## config.mk

```make
export PLATFORM = sky130hd
export DESIGN_NAME = reg_cmd_ctrl_flat
export DESIGN_NICKNAME = d
export VERILOG_FILES = /design/src/rtl/reg_cmd_ctrl_pkg.sv /design/src/rtl/reg_cmd_ctrl_if.sv /design/src/rtl/reg_cmd_timeout.sv /design/src/rtl/reg_cmd_ctrl.sv /design/src/flat_wrapper.sv
export SDC_FILE = /design/constraint.sdc
export NUM_CORES = 1
export LEC_CHECK = 0
export ABC_AREA = 0
export CORE_MARGIN = 10
export CORE_UTILIZATION = 44
export CTS_CLUSTER_DIAMETER = 200
export CTS_CLUSTER_SIZE = 25
export DETAILED_ROUTE_END_ITERATION = 6
export MAX_ROUTING_LAYER = met4
export PLACE_DENSITY = 0.82
export SETUP_SLACK_MARGIN = 0.4
export SYNTH_ARGS = -nofsm -noshare
export SYNTH_HDL_FRONTEND = slang
export SYNTH_SLANG_ARGS = --single-unit
```

## constraint.sdc

```tcl
create_clock -name clk -period 1.6 [get_ports clk]
set_input_delay 0.32 -clock clk [delete_from_list [all_inputs] [get_ports clk]]
set_output_delay 0.32 -clock clk [all_outputs]
set_load 0.05 [all_outputs]
```

## src/rtl/reg_cmd_ctrl_pkg.sv

```systemverilog
// Shared types and constants for the register-file command sequencer.
package reg_ctrl_pkg;

  typedef enum logic [2:0] {
    IDLE     = 3'd0,
    GET_DATA = 3'd1,
    WRITE    = 3'd2,
    READ     = 3'd3,
    SEND     = 3'd4
  } state_e;

  localparam int         CMD_WR_BIT   = 7;
  localparam int         REG_MAX_ADDR = 8;
  localparam logic [7:0] RD_ERR_DATA  = 8'h00;

  function automatic logic addr_invalid(input logic [6:0] addr, input int max_addr);
    return ({25'd0, addr} >= 32'(max_addr));
  endfunction

endpackage

```

## src/rtl/reg_cmd_ctrl_if.sv

```systemverilog
// Host byte-stream handshakes: command/data in (rx) and response out (tx).
interface reg_cmd_ctrl_if;
  logic [7:0] rx_data_i;
  logic       rx_valid_i;
  logic       rx_ready_o;
  logic [7:0] tx_data_o;
  logic       tx_valid_o;
  logic       tx_ready_i;

  modport slave (
    input  rx_data_i, rx_valid_i, tx_ready_i,
    output rx_ready_o, tx_data_o, tx_valid_o
  );

  modport master (
    output rx_data_i, rx_valid_i, tx_ready_i,
    input  rx_ready_o, tx_data_o, tx_valid_o
  );
endinterface

```

## src/rtl/reg_cmd_timeout.sv

```systemverilog
// Idle counter for the write-data wait; flags expiry when the count would reach TIMEOUT_CYC-1.
module reg_cmd_timeout #(
  parameter int TIMEOUT_CYC = 1024
) (
  input  logic clk,
  input  logic rst,
  input  logic clr_i,
  input  logic cnt_en_i,
  output logic expire_o
);

  localparam logic [10:0] LIMIT = 11'(TIMEOUT_CYC - 1);

  logic [10:0] cnt_q;

  // Count idle GET_DATA cycles, restarting on every entry
  always_ff @(posedge clk or posedge rst) begin
    if (rst) begin
      cnt_q <= 11'd0;
    end else if (clr_i) begin
      cnt_q <= 11'd0;
    end else if (cnt_en_i) begin
      cnt_q <= cnt_q + 11'd1;
    end else begin
      cnt_q <= cnt_q;
    end
  end

  assign expire_o = cnt_en_i && ((cnt_q + 11'd1) == LIMIT);

endmodule

```

## src/rtl/reg_cmd_ctrl.sv

```systemverilog
// Byte-stream read/write command sequencer driving the configuration register file.
// Optional write-data timeout is enabled by defining REG_CMD_TIMEOUT_EN.
module reg_cmd_ctrl
  import reg_ctrl_pkg::*;
#(
  parameter int MAX_ADDR    = REG_MAX_ADDR,
  parameter int TIMEOUT_CYC = 1024
) (
  input  logic                 clk,
  input  logic                 rst,
  reg_cmd_ctrl_if.slave        host,
  output logic [7:0]           reg_addr_o,
  output logic [7:0]           reg_wdata_o,
  output logic                 reg_wr_en_o,
  input  logic [7:0]           reg_rdata_i,
  output logic                 busy_o,
  output logic                 err_o
);

  state_e     state_q;
  logic       rx_ready_q;
  logic       pend_q;
  logic       cmd_wr_q;
  logic       inv_q;
  logic [7:0] addr_q;
  logic [7:0] wdata_q;
  logic       wr_en_q;
  logic [7:0] tx_data_q;
  logic       tx_valid_q;
  logic       busy_q;
  logic       err_q;
  logic       accept_s;
  logic       to_expire_s;

  assign accept_s = host.rx_valid_i && rx_ready_q;

`ifdef REG_CMD_TIMEOUT_EN
  logic to_clr_s;
  logic to_en_s;

  assign to_clr_s = (state_q == IDLE) && pend_q && cmd_wr_q;
  assign to_en_s  = (state_q == GET_DATA) && rx_ready_q && !accept_s;

  reg_cmd_timeout #(
    .TIMEOUT_CYC (TIMEOUT_CYC)
  ) u_timeout (
    .clk      (clk),
    .rst      (rst),
    .clr_i    (to_clr_s),
    .cnt_en_i (to_en_s),
    .expire_o (to_expire_s)
  );
`else
  localparam logic [10:0] unused_timeout_cyc = 11'(TIMEOUT_CYC);
  assign to_expire_s = 1'b0;
`endif

  // Accepted bytes are captured at the handshake edge and acted on one cycle later (pend_q)
  always_ff @(posedge clk or posedge rst) begin
    if (rst) begin
      state_q    <= IDLE;
      rx_ready_q <= 1'b1;
      pend_q     <= 1'b0;
      cmd_wr_q   <= 1'b0;
      inv_q      <= 1'b0;
      addr_q     <= 8'h00;
      wdata_q    <= 8'h00;
      wr_en_q    <= 1'b0;
      tx_data_q  <= 8'h00;
      tx_valid_q <= 1'b0;
      busy_q     <= 1'b0;
      err_q      <= 1'b0;
    end else begin
      err_q   <= 1'b0;
      wr_en_q <= 1'b0;
      case (state_q)
        IDLE: begin
          if (pend_q) begin
            pend_q <= 1'b0;
            busy_q <= 1'b1;
            if (cmd_wr_q) begin
              state_q    <= GET_DATA;
              rx_ready_q <= 1'b1;
            end else begin
              state_q    <= READ;
              rx_ready_q <= 1'b0;
            end
          end else if (accept_s) begin
            addr_q     <= {1'b0, host.rx_data_i[6:0]};
            cmd_wr_q   <= host.rx_data_i[CMD_WR_BIT];
            inv_q      <= addr_invalid(host.rx_data_i[6:0], MAX_ADDR);
            err_q      <= addr_invalid(host.rx_data_i[6:0], MAX_ADDR);
            pend_q     <= 1'b1;
            rx_ready_q <= 1'b0;
          end else begin
            rx_ready_q <= 1'b1;
          end
        end
        GET_DATA: begin
          // Any byte here is data, even one with the write bit set
          if (pend_q) begin
            pend_q  <= 1'b0;
            state_q <= WRITE;
            wr_en_q <= !inv_q;
          end else if (accept_s) begin
            wdata_q    <= host.rx_data_i;
            pend_q     <= 1'b1;
            rx_ready_q <= 1'b0;
          end else if (to_expire_s) begin
            err_q   <= 1'b1;
            state_q <= IDLE;
            busy_q  <= 1'b0;
          end else begin
            rx_ready_q <= 1'b1;
          end
        end
        WRITE: begin
          state_q    <= IDLE;
          busy_q     <= 1'b0;
          rx_ready_q <= 1'b1;
        end
        READ: begin
          tx_data_q  <= inv_q ? RD_ERR_DATA : reg_rdata_i;
          tx_valid_q <= 1'b1;
          state_q    <= SEND;
        end
        SEND: begin
          if (host.tx_ready_i) begin
            tx_valid_q <= 1'b0;
            state_q    <= IDLE;
            busy_q     <= 1'b0;
            rx_ready_q <= 1'b1;
          end else begin
            tx_valid_q <= 1'b1;
          end
        end
        default: begin
          state_q    <= IDLE;
          pend_q     <= 1'b0;
          busy_q     <= 1'b0;
          tx_valid_q <= 1'b0;
          rx_ready_q <= 1'b1;
        end
      endcase
    end
  end

  assign host.rx_ready_o = rx_ready_q;
  assign host.tx_data_o  = tx_data_q;
  assign host.tx_valid_o = tx_valid_q;
  assign reg_addr_o      = addr_q;
  assign reg_wdata_o     = wdata_q;
  assign reg_wr_en_o     = wr_en_q;
  assign busy_o          = busy_q;
  assign err_o           = err_q;

endmodule

```

## src/flat_wrapper.sv

```systemverilog
// flat-port wrapper written by rule: the top's interface ports become plain ports
module reg_cmd_ctrl_flat import reg_ctrl_pkg::*;
#(
  parameter int MAX_ADDR    = REG_MAX_ADDR,
  parameter int TIMEOUT_CYC = 1024
)
  (clk, rst, reg_addr_o, reg_wdata_o, reg_wr_en_o, reg_rdata_i, busy_o, err_o, host_rx_data_i, host_rx_valid_i, host_tx_ready_i, host_rx_ready_o, host_tx_data_o, host_tx_valid_o);
  reg_cmd_ctrl_if host_i ();
  input  logic clk;
  input  logic rst;
  output logic [7:0] reg_addr_o;
  output logic [7:0] reg_wdata_o;
  output logic reg_wr_en_o;
  input  logic [7:0] reg_rdata_i;
  output logic busy_o;
  output logic err_o;
  input wire logic [$bits(host_i.rx_data_i)-1:0] host_rx_data_i;
  input wire logic [$bits(host_i.rx_valid_i)-1:0] host_rx_valid_i;
  input wire logic [$bits(host_i.tx_ready_i)-1:0] host_tx_ready_i;
  output wire logic [$bits(host_i.rx_ready_o)-1:0] host_rx_ready_o;
  output wire logic [$bits(host_i.tx_data_o)-1:0] host_tx_data_o;
  output wire logic [$bits(host_i.tx_valid_o)-1:0] host_tx_valid_o;
  assign host_i.rx_data_i = host_rx_data_i;
  assign host_i.rx_valid_i = host_rx_valid_i;
  assign host_i.tx_ready_i = host_tx_ready_i;
  assign host_rx_ready_o = host_i.rx_ready_o;
  assign host_tx_data_o = host_i.tx_data_o;
  assign host_tx_valid_o = host_i.tx_valid_o;
  reg_cmd_ctrl #(.MAX_ADDR(MAX_ADDR), .TIMEOUT_CYC(TIMEOUT_CYC)) u_core (.clk(clk), .rst(rst), .host(host_i), .reg_addr_o(reg_addr_o), .reg_wdata_o(reg_wdata_o), .reg_wr_en_o(reg_wr_en_o), .reg_rdata_i(reg_rdata_i), .busy_o(busy_o), .err_o(err_o));
endmodule
```

-- After elaboration in Yosys (flattened, before gate mapping)
Cells that the tools add are included.
Widths: inputs -> output; s select.
- flip-flop bits (word level): 34
- logic and storage cells: 61
- magnitude comparators: 1
- equality and inequality tests: 8
- mux-type cells: 25
- bitwise logic cells: 3
- reduce and logical (&&, ||, !) cells: 12
- operators by type and width (kind ; number):
    $mux 1 ; 15
    $reduce_and 3->1 ; 5
    $pmux 3 s4 ; 1
    $mux 3 ; 3
    $mux 8 ; 1
    $ge 7x4->1 const B ; 1
    $eq 3x2->1 const B ; 2
    $pmux 1 s3 ; 2
    $reduce_or 3->1 ; 2
    $ne 2x1->1 const B ; 2
    $ne 2x2->1 const B ; 2
    $pmux 1 s4 ; 1
    $reduce_or 2->1 ; 2
    $eq 3x1->1 const B ; 1
    $eq 3x3->1 const B ; 1
    $logic_not 3->1 ; 1
    $not 1->1 ; 3
    $mux 2 ; 1
    $pmux 1 s2 ; 1
    $logic_and 1x1->1 ; 1
    $logic_not 1->1 ; 1

-- Depth between registers and ports, before layout
Gate-level depths: netlist of run 1.
- depth in word-level cells: 4
- depth in mapped cells: 5

-- Least setup slack after synthesis of run 1
No wires, ideal clock.
- path kind: reg-to-reg
- start point: register u_core.rx_ready_q, in the netlist u_core.host.rx_ready_o
- end point: register u_core.cmd_wr_q
- data arrival time: 1.414 ns
- data required time: 1.475 ns
- path slack: 0.062 ns
- cell stages (with the launch flop): 5
- path buffers: 1
- period minus slack after synthesis: 1.538 ns
- cell sequence: dfstp_2 and3b_1 buf_6 nand3_4 mux2_2
- cells in the longest elaborated chain, start to end: 2
- RTL lines (element ; line ; RTL):
    start, declared ; reg_cmd_ctrl.sv:21 ; logic rx_ready_q;
    start signal, assigned ; reg_cmd_ctrl.sv:62 ; rx_ready_q <= 1'b1;
    start signal, assigned ; reg_cmd_ctrl.sv:83 ; rx_ready_q <= 1'b1;
    start signal, assigned ; reg_cmd_ctrl.sv:86 ; rx_ready_q <= 1'b0;
    $logic_and 1x1->1 ; reg_cmd_ctrl.sv:35 ; assign accept_s = host.rx_valid_i && rx_ready_q;
    $reduce_and 3->1 (no source line) ; n/a ;
    end signal, assigned ; reg_cmd_ctrl.sv:90 ; cmd_wr_q <= host.rx_data_i[CMD_WR_BIT];
    end, declared ; reg_cmd_ctrl.sv:23 ; logic cmd_wr_q;
No other way between the ends.
A chain may end at the register's enable or synchronous reset.

-- Worst setup path in the final report of run 1
- start point: register u_core.rx_ready_q, in the netlist u_core.host.rx_ready_o
- end point: register u_core.addr_q[2], in the netlist u_core.reg_addr_o[2]
- cells in the longest elaborated chain, start to end: 2
- RTL lines (element ; line ; RTL):
    $logic_and 1x1->1 ; reg_cmd_ctrl.sv:35 ;
    $reduce_and 3->1 (no source line) ; n/a ;
    end signal, assigned ; reg_cmd_ctrl.sv:89 ; addr_q <= {1'b0, host.rx_data_i[6:0]};
    end, declared ; reg_cmd_ctrl.sv:25 ; logic [7:0] addr_q;
No other way between the ends.

==> results of run 1 <==
==> report_power, final <==
group / switching (W) / leakage, nW / total [W] / internal, W
logic: 0.00191 / 0.539 / 0.00329 / 0.00139
registers: 0.000295 / 0.417 / 0.00157 / 0.00128
clock network: 0.000265 / 0.0265 / 0.000440 / 0.000175
==> cells in the final DEF, fill, tap and decap left out <==
master and count:
a21oi_1 4, and3b_2 1, buf_12 3, buf_4 19
buf_6 27, clkbuf_1 3, clkbuf_4 5, clkdlybuf4s50_1 19
clkinv_1 1, conb_1 1, dfrtp_1 31, dfrtp_2 2
dfstp_2 1, inv_1 2, mux2_2 16, mux2i_1 2
nand2_1 17, nand2_2 1, nand3_1 1, nand3_4 2
nand3b_1 2, nor2_1 4, nor2_2 1, nor3_1 2
nor3b_1 1, nor4_1 1, o21ai_0 10, o21ai_1 1
o21ai_2 1, o31a_1 1, o32a_1 1, or4b_4 1
xnor2_1 1
==> stage by stage <==
| stage | setup WS [ns] | hold slack, ns | TNS [ns] | total power, W |
|---|---|---|---|---|
| final | 0.172 | 0.321 | 0 | 0.00531 |
| after global routing | 0.114 | 0.318 | 0 | 0.00562 |
| after CTS | 0.175 | 0.320 | 0 | 0.00529 |
| after detailed placement | -0.0945 | 0.438 | -1.20 | 0.00441 |
| after global placement | -0.0582 | 0.429 | -0.874 | 0.00433 |
| after floorplan | 0.0619 | 0.414 | 0 | 0.00353 |
==> cell families (layout without fill, tap and decap cells) <==
family	after synthesis	count (layout)
AND/OR/NAND/NOR	34	34
buffers and inverters	10	79
flip-flops	34	34
AO/OA/AOI/OAI	18	18
other	1	1
XOR/XNOR	1	1
multiplexers	18	18
==> sequential cells by signal, summed over array words and instances (netlist names) <==
| register | cells |
|---|---|
| u_core.busy_o | 1 |
| u_core.cmd_wr_q | 1 |
| u_core.err_o | 1 |
| u_core.host.rx_ready_o | 1 |
| u_core.host.tx_data_o | 8 |
| u_core.host.tx_valid_o | 1 |
| u_core.inv_q | 1 |
| u_core.pend_q | 1 |
| u_core.reg_addr_o | 7 |
| u_core.reg_wdata_o | 8 |
| u_core.reg_wr_en_o | 1 |
| u_core.state_q | 3 |
==> final cells by class <==
| type | instances | area (µm²) | area share |
|---|---|---|---|
| multi-input combinational | 72 | 509 | 0.234 |
| timing repair buffer | 68 | 697 | 0.320 |
| inverter | 3 | 11.3 | 0.00518 |
| tap | 44 | 55.1 | 0.0253 |
| clock buffer | 8 | 48.8 | 0.0224 |
| sequential | 34 | 855 | 0.393 |
==> what timing repair did <==
item / 4_1_cts / 5_1_grt
pin swaps: 3 / 0
buffers inserted: 11 / 4
setup endpoints to repair: 58 / 50
resized for setup: 33 / 0
==> path summary, 6_finish.rpt <==
path,start,to,slack [ns],cells past startpoint
setup / recovery,u_core.host.rx_ready_o,u_core.reg_addr_o[2],0.17,3
hold / removal,rst,u_core.reg_addr_o[4],0.32,3
setup reg to reg,u_core.host.rx_ready_o,u_core.reg_addr_o[2],0.17,3
hold reg to reg,u_core.inv_q,u_core.reg_wr_en_o,0.44,1
max in group asynchronous,rst,u_core.host.rx_ready_o,1.05,3
min in group clk,u_core.inv_q,u_core.reg_wr_en_o,0.44,1
==> worst max-delay path, cell delays in order, from the launching register on <==
cell and delay, ns:
dfstp_2 0.58, and3b_2 0.26, nand3_4 0.16, mux2_2 0.32
==> layer usage <==
metal	up-vias	part of all wire
met5	-	0
met4	0	0.0085
met3	4	0.087
met2	43	0.45
met1	520	0.45
li1	532	-
==> metrics.txt, run 1 <==
GPL Wtd Cong 0.816; # IOs 49; register bit total from synthesis 34; synth unique cells 26; vias in the first global route ~1200; Max Cap Viol 0; Initial Util 0.462; CTS tree built; clock slew at reported path FFs ~0.1 ns; Simple-Gate Fraction of Synth Area 0.134; Layout area overhead 53.1%; clock buffer depth 2; FILL cells ~220; status finished clean; Num CTS Buffers 5; Worst Path Arrival around 1.6 ns; DR DRC count 0; Util after Layout 0.707; CP max FO 10; largest area contributor in the netlist dfrtp_1; DP HPWL 2540 µm; clk_lat worst skew roughly 0.33 ns; CTS Hold Bufs 0; H-Tree Depth 2; sequential share of the synthesized area 0.599; Port Buf Inserts 47; FP Rows 20; Antenna Nets Post-Route 0; post-synthesis net count roughly 140; EDFF count, synth 0; met3 Usage GRT 0.0583; final wirelength between 3000 and 4000 µm; layout cell share with drive strength beyond 1 0.432; Pre-antenna DRT Iters 4; post-route cell area 2180 µm²; Power Density around 2400 nW/µm²; Initial DRC Count 78; wire per inst around 15 µm; share of the synthesized area in the top cell type 0.581; Post-synth top cells dfrtp_1, nand2_1, mux2_2, o21ai_0; Hold WC Path Type in2async; met2 GRT Util 0.185; post-synthesis mux area share 0.141; Fmax achieved 700 MHz; syn_area_per_cell 12.3 µm²; ys flop type dfrtp_1; worst endpoint required time 1.81 ns; post-synthesis cell count ~120; Ant. Diodes 0; Final Hold Vio Count 0; grt peak-use layer met2; leading post-synthesis cells by cell area dfrtp_1, mux2_2, nand2_1, o21ai_0, nand3_4; Final Cycle Share 0.893; gr usage total 0.125; Inst Count DP 206; Post-synth ARST share 1.00; Vias/cell 4.80; die width about 77 µm; Final #Nets 204; P_leak 0.982 nW; dpl cell area 1900 µm²; largest net degree at the start of global routing 35; critical path class reg2reg; startpoint types register; # setup viols final 0; GR Layer Usage met1 0.148; clk root buf clkbuf_4; most common cell in the synthesized netlist dfrtp_1; Post-Synth Adder-Cell Area 0; clk_skew 0.0111 ns; Post-Syn Area between 1000 and 1500 µm²; area of the die 5900 µm²; VDD IR max 1.30 mV; core area 3080 µm²; Tmin final around 1.4 ns; type of destination of the critical path register; DR vias 1099; main combinational cell family by area after synthesis multiplexers; synth warn 0; antenna violations before repair 0; post-synthesis compound-gate area fraction 0.0695; Final Instance Count excl. Fillers ~230; Die Y 76.8 µm; GR Overflow Total 0; CTS sink count 34; XOR/XNOR share of the synthesized area 0.00616; first-pass GRT wire length around 6000 µm; Slew Viols, Final 0; RSZ-0062 raised after global routing true
Power figures use the tool's default switching activity.
==> inputs of run 2 (changes only) <==
--- a/config.mk
+++ b/config.mk
@@ -13,6 +13,7 @@
 export DETAILED_ROUTE_END_ITERATION = 6
 export MAX_ROUTING_LAYER = met4
 export PLACE_DENSITY = 0.82
+export REMOVE_ABC_BUFFERS = 1
 export SETUP_SLACK_MARGIN = 0.4
 export SYNTH_ARGS = -nofsm -noshare
 export SYNTH_HDL_FRONTEND = slang
==> metrics.txt, run 2 (same netlist as run 1, synthesis figures left out) <==
status finished clean; H-Tree Depth 2 (unchanged); Internal Power 0.00308 W (+8.6%); worst endpoint required time 1.83 ns (+0.02 ns); most common cell after layout, fill and taps aside buf_6; Final #Nets 211 (+3.4%); area of the die 5900 µm² (unchanged); Max stage delay cell, worst path dfstp_2; FP Rows 20 (unchanged); RSZ-0062 raised after global routing true; Layout area overhead 60.8%; VDD IR max 1.76 mV (+36%); first-pass GRT wire length 6170 µm (+4.4%); antenna violations before repair 0 (unchanged); clk_skew 0.0112 ns (+0.000149 ns); Tmin final 1.41 ns (-0.0200 ns); sw frac 0.457 (-0.00818); crit-path cells and3b_2, nand3_4, mux2_2; layout cell share with drive strength beyond 1 0.484 (+0.0519); Antenna Nets Post-Route 0 (unchanged); Final Hold Vio Count 0 (unchanged); GPL Wtd Cong 0.826 (+1.2%); GR Overflow Total 0 (unchanged); Worst Path Arrival 1.63 ns (about the same); startpoint types register; Fmax achieved 710 MHz (+1.4%); type of destination of the critical path register; Pre-antenna DRT Iters 4 (unchanged); vias in the first global route 1283 (+5.9%); clock buffer depth 2 (unchanged); dpl cell area 1900 µm² (unchanged); Inst Count DP 206 (unchanged); footprint of the multi-input gates 517 µm² (+1.5%); Power Density 2480 nW/µm² (+1.8%); Seq pwr share 0.281 (-0.015); Vias/cell 4.89 (+2.0%); crit-path leading delay family flip-flops; most frequent cells in the layout buf_6, dfrtp_1, buf_4; Util after Layout 0.743 (+0.0358); Max Cap Viol 0 (unchanged); die width 76.8 µm (unchanged); clk root buf clkbuf_4; Final Instance Count excl. Fillers 236 (+3.1%); Ant. Diodes 0 (unchanged); NetSw 0.00259 W (+5.1%); gr usage total 0.129 (+0.00378); Initial DRC Count 57 (-27%); Hold WC Path Type in2async; clock power share 0.103 (+0.020); CTS Hold Bufs 0 (unchanged); post-route cell area 2290 µm² (+5.1%); Num CTS Buffers 5 (unchanged); CP max FO 9 (-1); combinational share of power 0.615 (-0.006); Die Y 76.8 µm (unchanged); DR vias 1155 (+5.1%); critical path class reg2reg; DR DRC count 0 (unchanged); P_leak 1.04 nW (+5.9%); Port Buf Inserts 47 (unchanged); core area 3080 µm² (unchanged); # IOs 49 (unchanged); Slew Viols, Final 0 (unchanged); Bufs and invs on worst path 0 (unchanged); CTS tree built; Reg area 856 µm² (+0.15%); DP HPWL 2750 µm (+8.2%); Final Cycle Share 0.880 (-0.0125); Power, Total 0.00567 W (+6.9%); Initial Util 0.462 (unchanged); # setup viols final 0 (unchanged); CTS sink count 34 (unchanged); setup TNS 0 ns (unchanged); wire per inst 16.3 µm (+9.1%); clock slew at reported path FFs 0.11 ns (about the same); clk_lat worst skew 0.34 ns (about the same); final wirelength 3840 µm (+12%); FILL cells 225 (+2.7%); largest net degree at the start of global routing 29 (-17%); CP peak stage delay 0.57 ns (about the same)
==> run 2: cell count changes in the layout (fill, tap and decap cells not counted) <==
cell      previous run  this run
buf_4               19        21
clkbuf_8             0         3
dfrtp_2              2         3
o21ai_0             10         7
a21oi_1              4         3
a21oi_2              0         1
o21ai_1              1         3
dfrtp_1             31        30
o21ai_2              1         2
clkbuf_1             3         0
buf_6               27        32
==> run 2: final cells by class <==
cell class	count	area share
well taps	44	0.0241
multi-input cells	72	0.226
flip-flops and latches	34	0.374
inverters	3	0.00493
repair buffers	75	0.336
clock buffers	8	0.0345
==> run 2: power groups by stage <==
stage          clock [W]  sequential (W)  combinational, W
2_1_floorplan          0         0.00274          0.000676
4_1_cts         0.000596         0.00160           0.00326
6_report        0.000585         0.00160           0.00349
3_5_place_dp           0         0.00158           0.00286
3_3_place_gp           0         0.00154           0.00278
5_1_grt         0.000634         0.00164           0.00368
==> run 2: timing repair <==
action                                  in CTS  in global routing
endpoints found under the setup margin      58                 59
endpoints found under the hold margin        0                  0
setup buffers                               10                 11
gates cloned                                 0                  1
gates resized for setup                     35                 11
pin swaps                                    2                  4
==> run 2: worst paths after layout <==
kind,from,end,slack [ns],cells past startpoint
setup / recovery,u_core.host.rx_ready_o,u_core.reg_addr_o[3],0.19,3
hold / removal,rst,u_core.host.tx_valid_o,0.23,2
setup reg to reg,u_core.host.rx_ready_o,u_core.reg_addr_o[3],0.19,3
hold reg to reg,u_core.inv_q,u_core.reg_wr_en_o,0.46,1
max in group asynchronous,rst,u_core.host.tx_data_o[6],0.92,3
min in group clk,u_core.inv_q,u_core.reg_wr_en_o,0.46,1
==> run 2: metal layers <==
layer,global-route usage,vias up,part of all wire
li1,-,540,-
met2,0.213,44,0.52
met1,0.144,568,0.41
met5,-,-,0
met4,0.0279,0,0.0078
met3,0.0490,3,0.062
==> run 2: worst reg2reg max path, cell delays in order (launching register included) <==
cell,delay (ns)
dfstp_2,0.57
and3b_2,0.26
nand3_4,0.16
mux2_2,0.32
==> run 2: per-stage QoR <==
| stage | worst slack (ns) | hold WS, ns |
|---|---|---|
| floorplan | 0.0152 | 0.415 |
| detailed placement | -0.112 | 0.433 |
| global route | 0.134 | 0.254 |
| CTS | 0.165 | 0.230 |
| finish | 0.192 | 0.228 |
| global placement | -0.0613 | 0.430 |
